`src/rtl/datapath_pkg.sv`:
```
`default_nettype none
// ==========================================================================
// datapath_pkg : ALU opcodes, operand/destination codes, control-word fields
// Rev 1.0
// ==========================================================================
package datapath_pkg;

  localparam logic [2:0] ALU_PASS = 3'b000;
  localparam logic [2:0] ALU_ADD  = 3'b001;
  localparam logic [2:0] ALU_SUB  = 3'b010;
  localparam logic [2:0] ALU_AND  = 3'b011;
  localparam logic [2:0] ALU_OR   = 3'b100;
  localparam logic [2:0] ALU_XOR  = 3'b101;
  localparam logic [2:0] ALU_SHL  = 3'b110;
  localparam logic [2:0] ALU_SHR  = 3'b111;

  localparam logic [3:0] SRC_R0   = 4'd0;
  localparam logic [3:0] SRC_R1   = 4'd1;
  localparam logic [3:0] SRC_R2   = 4'd2;
  localparam logic [3:0] SRC_R3   = 4'd3;
  localparam logic [3:0] SRC_R4   = 4'd4;
  localparam logic [3:0] SRC_R5   = 4'd5;
  localparam logic [3:0] SRC_R6   = 4'd6;
  localparam logic [3:0] SRC_R7   = 4'd7;
  localparam logic [3:0] SRC_IN   = 4'd8;
  localparam logic [3:0] SRC_ZERO = 4'd9;
  localparam logic [3:0] SRC_ONE  = 4'd10;

  localparam logic [3:0] DST_OUT  = 4'd8;

  localparam int CW_ALU_HI = 15;
  localparam int CW_ALU_LO = 13;
  localparam int CW_A_HI   = 12;
  localparam int CW_A_LO   = 9;
  localparam int CW_B_HI   = 8;
  localparam int CW_B_LO   = 5;
  localparam int CW_DST_HI = 4;
  localparam int CW_DST_LO = 1;
  localparam int CW_W      = 0;

endpackage
`default_nettype wire

```
`src/rtl/datapath_exec_alu.sv`:
```
`default_nettype none
// ==========================================================================
// alu : combinational unsigned ALU with zero detect, results modulo 2^WIDTH
// Rev 1.0
// ==========================================================================
module alu
  import datapath_pkg::*;
#(
  parameter int WIDTH = 8
) (
  input  logic [WIDTH-1:0] a,
  input  logic [WIDTH-1:0] b,
  input  logic [2:0]       op,
  output logic [WIDTH-1:0] y,
  output logic             zero
);

  always_comb begin
    y = '0;
    case (op)
      ALU_PASS: y = a;
      ALU_ADD:  y = a + b;
      ALU_SUB:  y = a - b;
      ALU_AND:  y = a & b;
      ALU_OR:   y = a | b;
      ALU_XOR:  y = a ^ b;
      ALU_SHL:  y = a << 1;
      ALU_SHR:  y = a >> 1;
      default:  y = '0;
    endcase
  end

  assign zero = (y == '0);

endmodule
`default_nettype wire

```
`src/rtl/datapath_exec.sv`:
```
`default_nettype none
// ==========================================================================
// datapath_exec : executes the FSM control word; register file, muxes, ALU, flags
// Rev 1.0
// ==========================================================================
module datapath_exec
  import datapath_pkg::*;
#(
  parameter int WIDTH = 8
) (
  input  logic             clk,
  input  logic             rst,
  input  logic [15:0]      i_ctrl,
  input  logic [WIDTH-1:0] i_data,
  output logic [WIDTH-1:0] o_result,
  output logic             o_valid,
  output logic             o_mayor,
  output logic             o_bandera
);

  logic [2:0]             w_op;
  logic [3:0]             w_sel_a;
  logic [3:0]             w_sel_b;
  logic [3:0]             w_dst;
  logic                   w_we;
  logic [WIDTH-1:0]       w_a;
  logic [WIDTH-1:0]       w_b;
  logic [WIDTH-1:0]       w_y;
  logic                   w_zero;

  logic [7:0][WIDTH-1:0]  r_regs;
  logic [WIDTH-1:0]       r_result;
  logic                   r_valid;
  logic                   r_mayor;
  logic                   r_bandera;

  assign w_op    = i_ctrl[CW_ALU_HI:CW_ALU_LO];
  assign w_sel_a = i_ctrl[CW_A_HI:CW_A_LO];
  assign w_sel_b = i_ctrl[CW_B_HI:CW_B_LO];
  assign w_dst   = i_ctrl[CW_DST_HI:CW_DST_LO];
  assign w_we    = i_ctrl[CW_W];

  // Codes 9 and 11-15 fall through to constant zero
  always_comb begin
    w_a = '0;
    if (w_sel_a <= SRC_R7)        w_a = r_regs[w_sel_a[2:0]];
    else if (w_sel_a == SRC_IN)   w_a = i_data;
    else if (w_sel_a == SRC_ONE)  w_a = WIDTH'(1);
    else if (w_sel_a == SRC_ZERO) w_a = '0;
  end

  always_comb begin
    w_b = '0;
    if (w_sel_b <= SRC_R7)        w_b = r_regs[w_sel_b[2:0]];
    else if (w_sel_b == SRC_IN)   w_b = i_data;
    else if (w_sel_b == SRC_ONE)  w_b = WIDTH'(1);
    else if (w_sel_b == SRC_ZERO) w_b = '0;
  end

  alu #(
    .WIDTH (WIDTH)
  ) u_alu (
    .a    (w_a),
    .b    (w_b),
    .op   (w_op),
    .y    (w_y),
    .zero (w_zero)
  );

  always_ff @(posedge clk or posedge rst) begin
    if (rst) begin
      r_regs    <= '0;
      r_result  <= '0;
      r_valid   <= 1'b0;
      r_mayor   <= 1'b0;
      r_bandera <= 1'b0;
    end else begin
      if (w_we && (w_dst <= 4'd7)) r_regs[w_dst[2:0]] <= w_y;
      if (w_we && (w_dst == DST_OUT)) r_result <= w_y;
      r_valid   <= w_we && (w_dst == DST_OUT);
      // Flags track every word, written or not, one cycle behind
      r_mayor   <= (w_a > w_b);
      r_bandera <= w_zero;
    end
  end

  assign o_result  = r_result;
  assign o_valid   = r_valid;
  assign o_mayor   = r_mayor;
  assign o_bandera = r_bandera;

endmodule
`default_nettype wire

```
`config.mk`:
```
export PLATFORM = sky130hd
export DESIGN_NAME = datapath_exec
export DESIGN_NICKNAME = d
export VERILOG_FILES = /design/src/rtl/datapath_pkg.sv /design/src/rtl/datapath_exec_alu.sv /design/src/rtl/datapath_exec.sv
export SDC_FILE = /design/constraint.sdc
export NUM_CORES = 1
export LEC_CHECK = 0
export CORE_UTILIZATION = 60
export DETAILED_ROUTE_END_ITERATION = 12
export PLACE_DENSITY = 0.84
export SLEW_MARGIN = 30
export SYNTH_ARGS = -nofsm -noshare
export SYNTH_HDL_FRONTEND = slang
export SYNTH_HIERARCHICAL = 1
export SYNTH_SLANG_ARGS = --single-unit
export TNS_END_PERCENT = 20
```
`constraint.sdc`:
```
create_clock -name clk -period 10.2 [get_ports clk]
set_clock_uncertainty 0.15 [all_clocks]
set_input_delay 2.04 -clock clk [delete_from_list [all_inputs] [get_ports clk]]
set_output_delay 2.04 -clock clk [all_outputs]
set_load 0.005 [all_outputs]
```
Yosys cells after proc, flatten, opt, wreduce, memory -nomap -nowiden
Index checks and enable logic that the tools add are counted.
W data, S select, Z words.
{"block": "word_totals", "register_bits": 75, "word_cells": 56}
{"block": "op_classes", "n_addsub": 2, "magnitude_cmp": 8, "eq_ne": 12, "muxes": 14, "bitwise": 3, "n_reduce_logical": 5}
{"operator": "$bwmux W64", "n": 1}
{"operator": "$pmux W8 S8", "n": 1}
{"operator": "$mux W8", "n": 7}
{"operator": "$bmux W8 S3", "n": 2}
{"operator": "$demux W8 S3", "n": 1}
{"operator": "$eq A4 B4 Y1 const B", "n": 5}
{"operator": "$eq A3 B3 Y1 const B", "n": 4}
{"operator": "$le A4 B3 Y1 const B", "n": 3}
{"operator": "$lt A3 B4 Y1 const B", "n": 3}
{"operator": "$add A8 B8 Y8", "n": 1}
{"operator": "$and A8 B8 Y8", "n": 1}
{"operator": "$gt A8 B8 Y1", "n": 1}
{"operator": "$logic_not A8 Y1", "n": 1}
{"operator": "$or A8 B8 Y8", "n": 1}
{"operator": "$sub A8 B8 Y8", "n": 1}
{"operator": "$xor A8 B8 Y8", "n": 1}
{"operator": "$eq A3 B2 Y1 const B", "n": 2}
{"operator": "$eq A3 B1 Y1 const B", "n": 1}
{"operator": "$ge A3 B1 Y1 const B", "n": 1}
{"operator": "$logic_and A1 B1 Y1", "n": 3}
{"operator": "$logic_not A3 Y1", "n": 1}
{"operator": "$mux W1", "n": 2}

Logic depth before layout (Yosys ltp)
Gate-level depths: netlist of the first run.
{"block": "logic_depth", "depth_word": 7, "mapped_depth": 18, "mapped_depth_nobuf": 16}

By module
The synthesis of the first run kept the hierarchy.
{"mod": "datapath_exec", "instances": 1, "cells_each": 332, "area_per_inst_um2": 4287.9, "seq_area_each_um2": 1876.8}
{"mod": "alu", "instances": 1, "cells_each": 172, "area_per_inst_um2": 1223.7, "seq_area_each_um2": 0.0}

Least setup slack after synthesis of the first run
No wires, ideal clock.
{"block": "synth_path", "kind": "input port to flip-flop", "start": "in i_ctrl[5]", "end": "reg r_bandera (netlist: o_bandera)", "arrival_time_ns": 5.584, "slack_ns": 4.371, "path_stages": 16, "path_buffers": 2, "cell_sequence": "buf_6 > clkbuf_8 > mux4_2 > mux2i_1 > o21ai_0 > inv_1 > ha_1 > mux2_2 > fa_1 > xor2_1 > nor2_1 > a211o_1 > o2bb2ai_2 > or3_1 > or3_1 > nor4_2"}
{"block": "synth_via", "elab_chain_len": 7, "word_cells_on_any_way": 15}
{"item": "from (decl)", "line_no": "datapath_exec.sv:13", "rtl": "input logic [15:0] i_ctrl,"}
{"item": "$eq A4 B4 Y1", "line_no": "datapath_exec.sv:56", "rtl": "else if (w_sel_b == SRC_ONE) w_b = WIDTH'(1);"}
{"item": "$mux W1", "line_no": "datapath_exec.sv:56"}
{"item": "$mux W8", "line_no": "datapath_exec.sv:55", "rtl": "else if (w_sel_b == SRC_IN) w_b = i_data;"}
{"item": "$mux W8 *", "line_no": "datapath_exec.sv:54", "rtl": "if (w_sel_b <= SRC_R7) w_b = r_regs[w_sel_b[2:0]];"}
{"item": "net w_b[0]", "line_no": "datapath_exec.sv:27", "rtl": "logic [WIDTH-1:0] w_b;"}
{"item": "$sub A8 B8 Y8 or $add A8 B8 Y8 (tied branches)", "line_no": "datapath_exec_alu.sv:23, datapath_exec_alu.sv:22"}
{"item": "$pmux W8 S8 *", "line_no": "datapath_exec_alu.sv:20", "rtl": "case (op)"}
{"item": "net w_y[2]", "line_no": "datapath_exec.sv:28", "rtl": "logic [WIDTH-1:0] w_y;"}
{"item": "$logic_not A8 Y1 *", "line_no": "datapath_exec_alu.sv:33", "rtl": "assign zero = (y == '0);"}
{"item": "net w_zero", "line_no": "datapath_exec.sv:29", "rtl": "logic w_zero;"}
{"item": "to (signal assigned)", "line_no": "datapath_exec.sv:83", "rtl": "r_bandera <= w_zero;"}
{"item": "to (decl)", "line_no": "datapath_exec.sv:35", "rtl": "logic r_bandera;"}
Mark *: on every way through the listed nets, which the timed path passes. The rest lies on a longest branch. The select of a mux whose other input is x is not followed.
A chain may end at the register's enable or synchronous reset.

Final worst setup path of the first run
{"block": "layout_path", "start": "in i_ctrl[6]", "end": "reg r_regs[38] in the netlist's numbering"}
{"block": "layout_via", "elab_chain_len": 7, "word_cells_on_any_way": 15}
{"item": "$eq A4 B4 Y1", "line_no": "datapath_exec.sv:56"}
{"item": "$mux W1", "line_no": "datapath_exec.sv:56"}
{"item": "$mux W8", "line_no": "datapath_exec.sv:55"}
{"item": "$mux W8 *", "line_no": "datapath_exec.sv:54"}
{"item": "net w_b[0]", "line_no": "datapath_exec.sv:27"}
{"item": "$sub A8 B8 Y8 or $add A8 B8 Y8 (tied branches)", "line_no": "datapath_exec_alu.sv:23, datapath_exec_alu.sv:22"}
{"item": "$pmux W8 S8 *", "line_no": "datapath_exec_alu.sv:20"}
{"item": "net w_y[6]", "line_no": "datapath_exec.sv:28"}
{"item": "$bwmux W64 *", "line_no": "datapath_exec.sv:78", "rtl": "if (w_we && (w_dst <= 4'd7)) r_regs[w_dst[2:0]] <= w_y;"}
{"item": "to (signal, indexed assignment)", "line_no": "datapath_exec.sv:78"}
{"item": "to (decl)", "line_no": "datapath_exec.sv:31", "rtl": "logic [7:0][WIDTH-1:0] r_regs;"}
Marked as above.

==> results.md, run 1 <==
- First-pass GRT wire length: 22700 um
- Clock slew at reported path FFs: 0.08 ns
- CP endpoint kind: flip-flop
- Ys async rst share: 1.00
- Grt met3 use: 0.0494
- H-tree lvl count: 3
- CTS tree: yes
- Tot GR Track Use: 0.307
- Syn. warnings: 6
- Vias per inst: 6.68
- Hold-fix buffers at CTS: 0
- Arrival @ worst endpoint: 7.04 ns
- Fin nets: 590
- Slowest cell on the critical path: clkdlybuf4s50_1
- ANT cells: 0
- Initial DRC Count: 294
- RSZ-0062 raised after global routing: false
- Layout area overhead: 12.1%
- Width of the chip: 97.8 um
- Yosys cell types: 58
- Post-synth EDFFs: 0
- HPWL after DPL: 10100 um
- Hold Fails Final Rpt: 0
- Post-cts resize count: 0
- First drt pass iteration count: 9
- Buf+Inv Stages, Crit Path: 2
- Failing checks: DRC
- Core Box Area: 8810 um2
- GRT met2 Usage: 0.518
- Worst hold path type: flip-flop to flip-flop
- Post CTS Setup Buffer Count: 0
- CP top delay family: buffers and inverters
- Filler cell count: 640
- Vias: 4305
- Mapped Avg Cell Area: 10.9 um2
- Worst path most repeated cell: mux2_2
- Share of cells above drive strength 1: 0.278
- Crit-path max FO: 13
- Worst slew margin: 0.348
- Gr ovfl total: 0
- Met1 Use GR: 0.394
- Vias in the first global route: 4315
- Worst EP required: 10.34 ns
- Row Count: 34
- Crit-path cells: clkdlybuf4s50_1 > mux4_2 > mux2i_1 > o21ai_0 > inv_1 > ha_1 > mux2_2 > fa_1 > nand2b_1 > a21oi_1 > o22ai_1 > xnor2_1 > a221oi_1 > nor2_1 > mux2_2
- Largest net degree at the start of global routing: 76
- Worst VDD drop: 0.167 mV
- GRT Max-Usage Layer: met2
- Gate Count Post-Synth: 504
- Mapped Area: 5510 um2
- Initial Utilization: 0.626
- Post-synthesis sequential area ratio: 0.341
- Leak pwr: 2.63 nW
- Setup CP Type: input pin to flip-flop
- Final wirelength: 14000 um
- Tcrit/Tclk final: 0.676
- Root Buffer: clkbuf_8
- Antenna violations before repair: 0
- Final setup fails: 0
- Non-filler cells, final: 644
- Mapped Nets: 563
- Die footprint: 9570 um2
- Worst skew pair latency: 0.36 ns
- Fmax: 0.145 GHz
- Max Cap Viol: 0
- Final max-slew violation count: 0
- Drt drc: 4
- Num CTS Buffers: 9
- DR WL/cell: 21.7 um
- Port Buffers: 36
- IO Pins: 37
- Setup crit start kind: input pin
- PwrDens: 215 nW/um2
- Dpl cells: 628
- Worst-case clock buffer depth: 2
- Die span in y: 97.8 um
- Worst slew pin tran: 0.976 ns
- Post-synth top flop: dfrtp_1
- Num Clock Sinks: 75
- Placer Congestion: 0.925
- Yosys reg bits: 75
- Setup TNS: 0 ns
- Max stage delay on crit path: 0.89 ns
- Post-layout min period: 6.90 ns
- Outcome: finished, violations left
- Final ANT Viol Nets: 0
==> final cells by class <==
type / instances / area (um2) / area share
inverter: 30 / 113 / 0.0182
sequential: 75 / 1880 / 0.304
multi-input combinational: 372 / 3390 / 0.549
tap: 108 / 135 / 0.0219
clock buffer: 12 / 145 / 0.0235
timing repair buffer: 43 / 417 / 0.0675
clock inverter: 4 / 97.6 / 0.0158
==> power breakdown <==
group	total, W	switching (W)	leakage (nW)	internal (W)
clock	0.000280	0.000111	0.117	0.000169
combinational	0.000551	0.000259	1.55	0.000292
sequential	0.000497	0.0000872	0.961	0.000410
total	0.00133	0.000457	2.63	0.000872
==> worst paths after layout <==
path                               end  depth (start not counted)  slack (ns)         from
setup / recovery            r_regs[38]                         15        3.30    i_ctrl[6]
hold / removal             o_result[4]                          1        0.36  o_result[4]
setup reg to reg            r_regs[38]                         14        5.58   r_regs[32]
hold reg to reg            o_result[4]                          1        0.36  o_result[4]
max in group asynchronous   r_regs[28]                          3        7.42          rst
min in group asynchronous  o_result[1]                          3        2.02          rst
==> Yosys cell counts (all sizes together) (3+ instances only) <==
cell	number	area (um2)
mux2	89	1000
nor2	25	115
dfrtp	75	1880
ha	32	400
mux4	20	458
a22oi	3	22.5
nand2b	5	31.3
nor3	9	45.0
o21ai	9	45.0
nor2b	31	194
o22ai	9	56.3
xnor2	10	87.6
and2b	3	22.5
clkbuf	10	47.5
or3	3	18.8
o211ai	3	22.5
nand3	4	20.0
buf	17	119
a211oi	16	120
a21oi	24	124
o41a	7	78.8
or2	3	18.8
nor3b	3	22.5
inv	30	113
nand2	23	86.3
a31oi	8	50.1
o31ai	7	52.6
==> sequential cells by signal (all words and copies together), names as in the netlist <==
register,count
o_valid,1
o_bandera,1
o_result,8
r_regs,64
o_mayor,1
==> per-stage QoR <==
| stage | hold slack (ns) | setup WS, ns | total power (W) | utilization | area (um2) |
|---|---|---|---|---|---|
| 2_1_floorplan | 0.338 | 4.37 | 0.000862 | - | 5510 |
| 3_3_place_gp | 0.340 | 3.03 | 0.000996 | 0.669 | 5890 |
| 3_5_place_dp | 0.348 | 3.06 | 0.00104 | 0.670 | 5900 |
| 4_1_cts | 0.368 | 3.42 | 0.00132 | 0.698 | 6150 |
| 5_1_grt | 0.387 | 3.15 | 0.00140 | 0.701 | 6180 |
| 6_report | 0.362 | 3.30 | 0.00133 | 0.701 | 6180 |
==> metal layers <==
metal,vias to the layer above,share of wire
met1,2148,0.41
li1,1924,-
met5,-,0
met3,41,0.059
met4,0,0.028
met2,192,0.50
==> cell usage in the layout, fill, tap and decap left out, types with 3 or more instances in the layout <==
master	Yosys	final
a211oi_1	16	16
a21oi_1	23	22
a22oi_1	3	3
a31oi_1	8	7
and2b_1	3	3
buf_4	2	6
bufinv_16	0	3
clkbuf_8	1	10
clkdlybuf4s50_1	0	36
dfrtp_1	75	75
ha_1	32	32
inv_1	29	28
mux2_2	89	89
mux4_2	18	18
nand2_1	23	23
nand2b_1	5	5
nand3_1	4	4
nor2_1	22	22
nor2b_1	31	31
nor3_1	9	8
nor3b_1	3	3
o211ai_1	3	3
o21ai_0	9	9
o22ai_1	9	9
o31ai_1	7	4
o31ai_2	0	3
o41a_1	7	7
or2_2	3	3
or3_1	3	3
xnor2_1	10	10
==> kinds of logic after synthesis <==
kind of cell	Yosys count	share of synthesized area
mux	111	0.269
simple gates	118	0.121
fa+ha+maj	33	0.0763
buf+inv	57	0.0506
compound gates	99	0.126
xor+xnor	11	0.0175
flops	75	0.341
Power figures use the tool's default switching activity.
==> run 2, diff against run 1 <==
==> constraint.sdc (replaced) <==
create_clock -name clk -period 6.95 [get_ports clk]
set_clock_uncertainty 0.15 [all_clocks]
set_input_delay 1.39 -clock clk [delete_from_list [all_inputs] [get_ports clk]]
set_output_delay 1.39 -clock clk [all_outputs]
set_load 0.005 [all_outputs]
==> run 2 against run 1 <==
The run still ends with DRC left. Cell area increased by 0.26%. Count of clock-buffer cells in the layout decreased by 3. Sequential share of layout area decreased by 0.080 points. Worst setup slack got worse by 2.6 ns. Worst hold slack improved by 0.0092 ns. Final cell count increased by 1.7%. Critical path type unchanged. Highest routed layer unchanged. Sequential cell count unchanged.
==> results.md, run 2 (same netlist as run 1, synthesis figures left out) <==
- Num CTS Buffers: 9
- Setup crit start kind: input pin
- Finished Cell Area: 6190 um2
- Port Buffers: 36
- Root Buffer: clkbuf_8
- Die span in y: 97.8 um
- Post CTS Setup Buffer Count: 0
- CP endpoint kind: flip-flop
- Gr ovfl total: 0
- Antenna violations before repair: 0
- Setup slack at placement: 0.469 ns
- HPWL after DPL: 10200 um
- Final ANT Viol Nets: 0
- Worst-case clock buffer depth: 2
- Arrival @ worst endpoint: 6.36 ns
- Tot GR Track Use: 0.316
- Die footprint: 9570 um2
- Hold-fix buffers at CTS: 0
- Num Clock Sinks: 75
- Worst VDD drop: 0.203 mV
- Initial Utilization: 0.626
- Outcome: finished, violations left
- H-tree lvl count: 3
- Max reg flops: 64
- Share of cells above drive strength 1: 0.287
- Filler cell count: 623
- First-pass GRT wire length: 23300 um
- Leak pwr: 2.66 nW
- Final max-slew violation count: 0
- Fin nets: 601
- Fmax: 0.161 GHz
- Final wirelength: 14100 um
- Width of the chip: 97.8 um
- Post-cts resize count: 0
- First drt pass iteration count: 8
- Failing checks: DRC
- Setup TNS: 0 ns
- Sequential fraction of design power: 0.385
- Worst hold path type: flip-flop to flip-flop
- Logic gate share of total power: 0.434
- CTS tree: yes
- Total power: 0.00189 W
- Worst skew pair latency: 0.36 ns
- RSZ-0062 raised after global routing: false
- Largest net degree at the start of global routing: 76
- Setup ws final: 0.722 ns
- Tcrit/Tclk final: 0.896
- Worst EP required: 7.08 ns
- Max Cap Viol: 0
- Setup CP Type: input pin to flip-flop
- Most common cell after layout, fill and taps aside: mux2_2
- Clock slew at reported path FFs: 0.10 ns
- Worst slew margin: 0.406
- Vias in the first global route: 4330
- Vias: 4240
- IO Pins: 37
- Biggest register: r_regs
- ANT cells: 0
- Core Box Area: 8810 um2
- Crit-path max FO: 10
- Row Count: 34
- PwrDens: 305 nW/um2
- Placer Congestion: 0.896
- Clock network power share: 0.181
- Sw power: 0.000706 W
- Drt drc: 4
- Worst slew pin tran: 0.887 ns
- Layout area overhead: 12.3%
- Final hold slack: 0.371 ns
- Switching fraction of total power: 0.374
- Initial DRC Count: 274
- Dpl cell area: 5990 um2
- Hold Fails Final Rpt: 0
- DR WL/cell: 21.5 um
- Most frequent cells in the layout: mux2_2, dfrtp_1, clkdlybuf4s50_1, ha_1, nor2b_1
- Vias per inst: 6.47
- Post-layout min period: 6.23 ns
- Final setup fails: 0
- Internal power: 0.00118 W
[run 2: cell count changes in the layout (fill, tap and decap cells not counted), moves of 2 or more]
cell and change:
inv_8 +3, buf_4 +11, inv_6 +2, o31ai_2 -3, clkbuf_1 -2, bufinv_16 -3, o31ai_1 +3
[run 2: final timing paths]
check | start | to | slack (ns) | depth (start not counted)
min in group asynchronous | rst | r_regs[8] | 1.38 | 3
min reg2reg | o_result[7] | o_result[7] | 0.37 | 1
max in group asynchronous | rst | r_regs[21] | 4.81 | 3
max reg2reg | r_regs[32] | r_regs[22] | 2.30 | 14
max | i_ctrl[5] | r_regs[22] | 0.72 | 15
min | o_result[7] | o_result[7] | 0.37 | 1
[run 2: final cells by class]
class                      instances  area, um2  share of cell area
clock buffer                       9        124              0.0200
multi-input combinational        372       3370               0.544
sequential                        75       1880               0.303
inverter                          30        113              0.0182
tap                              108        135              0.0218
clock inverter                     7       76.3              0.0123
timing repair buffer              54        499              0.0806
[run 2: power by group through the flow]
| stage | combinational [W] | clock, W | sequential (W) |
|---|---|---|---|
| 3_5_place_dp | 0.000811 | 0 | 0.000727 |
| 6_report | 0.000819 | 0.000342 | 0.000727 |
| 5_1_grt | 0.000894 | 0.000371 | 0.000747 |
| 4_1_cts | 0.000815 | 0.000349 | 0.000722 |
| 2_1_floorplan | 0.000582 | 0 | 0.000684 |
| 3_3_place_gp | 0.000779 | 0 | 0.000711 |
[run 2: stage by stage]
stage                util  std cells
detailed placement  0.680        639
floorplan               -        504
CTS                 0.703        655
global route        0.703        655
finish              0.703        655
global placement    0.679        639
[run 2: layer usage]
layer / GRT usage / routed length, um
met5: 0 / 0
met4: 0.110 / 458
met3: 0.0429 / 662
met2: 0.512 / 6750
met1: 0.438 / 6210
[run 2: critical path: stages]
cell,delay (ns)
clkdlybuf4s50_1,0.85
mux4_2,0.35
mux2i_1,0.08
o21ai_0,0.63
inv_1,0.18
ha_1,0.33
mux2_2,0.28
fa_1,0.43
nand2b_1,0.19
a21oi_1,0.24
o22ai_1,0.15
xnor2_1,0.16
a221oi_1,0.11
nor2_1,0.70
mux2_2,0.29
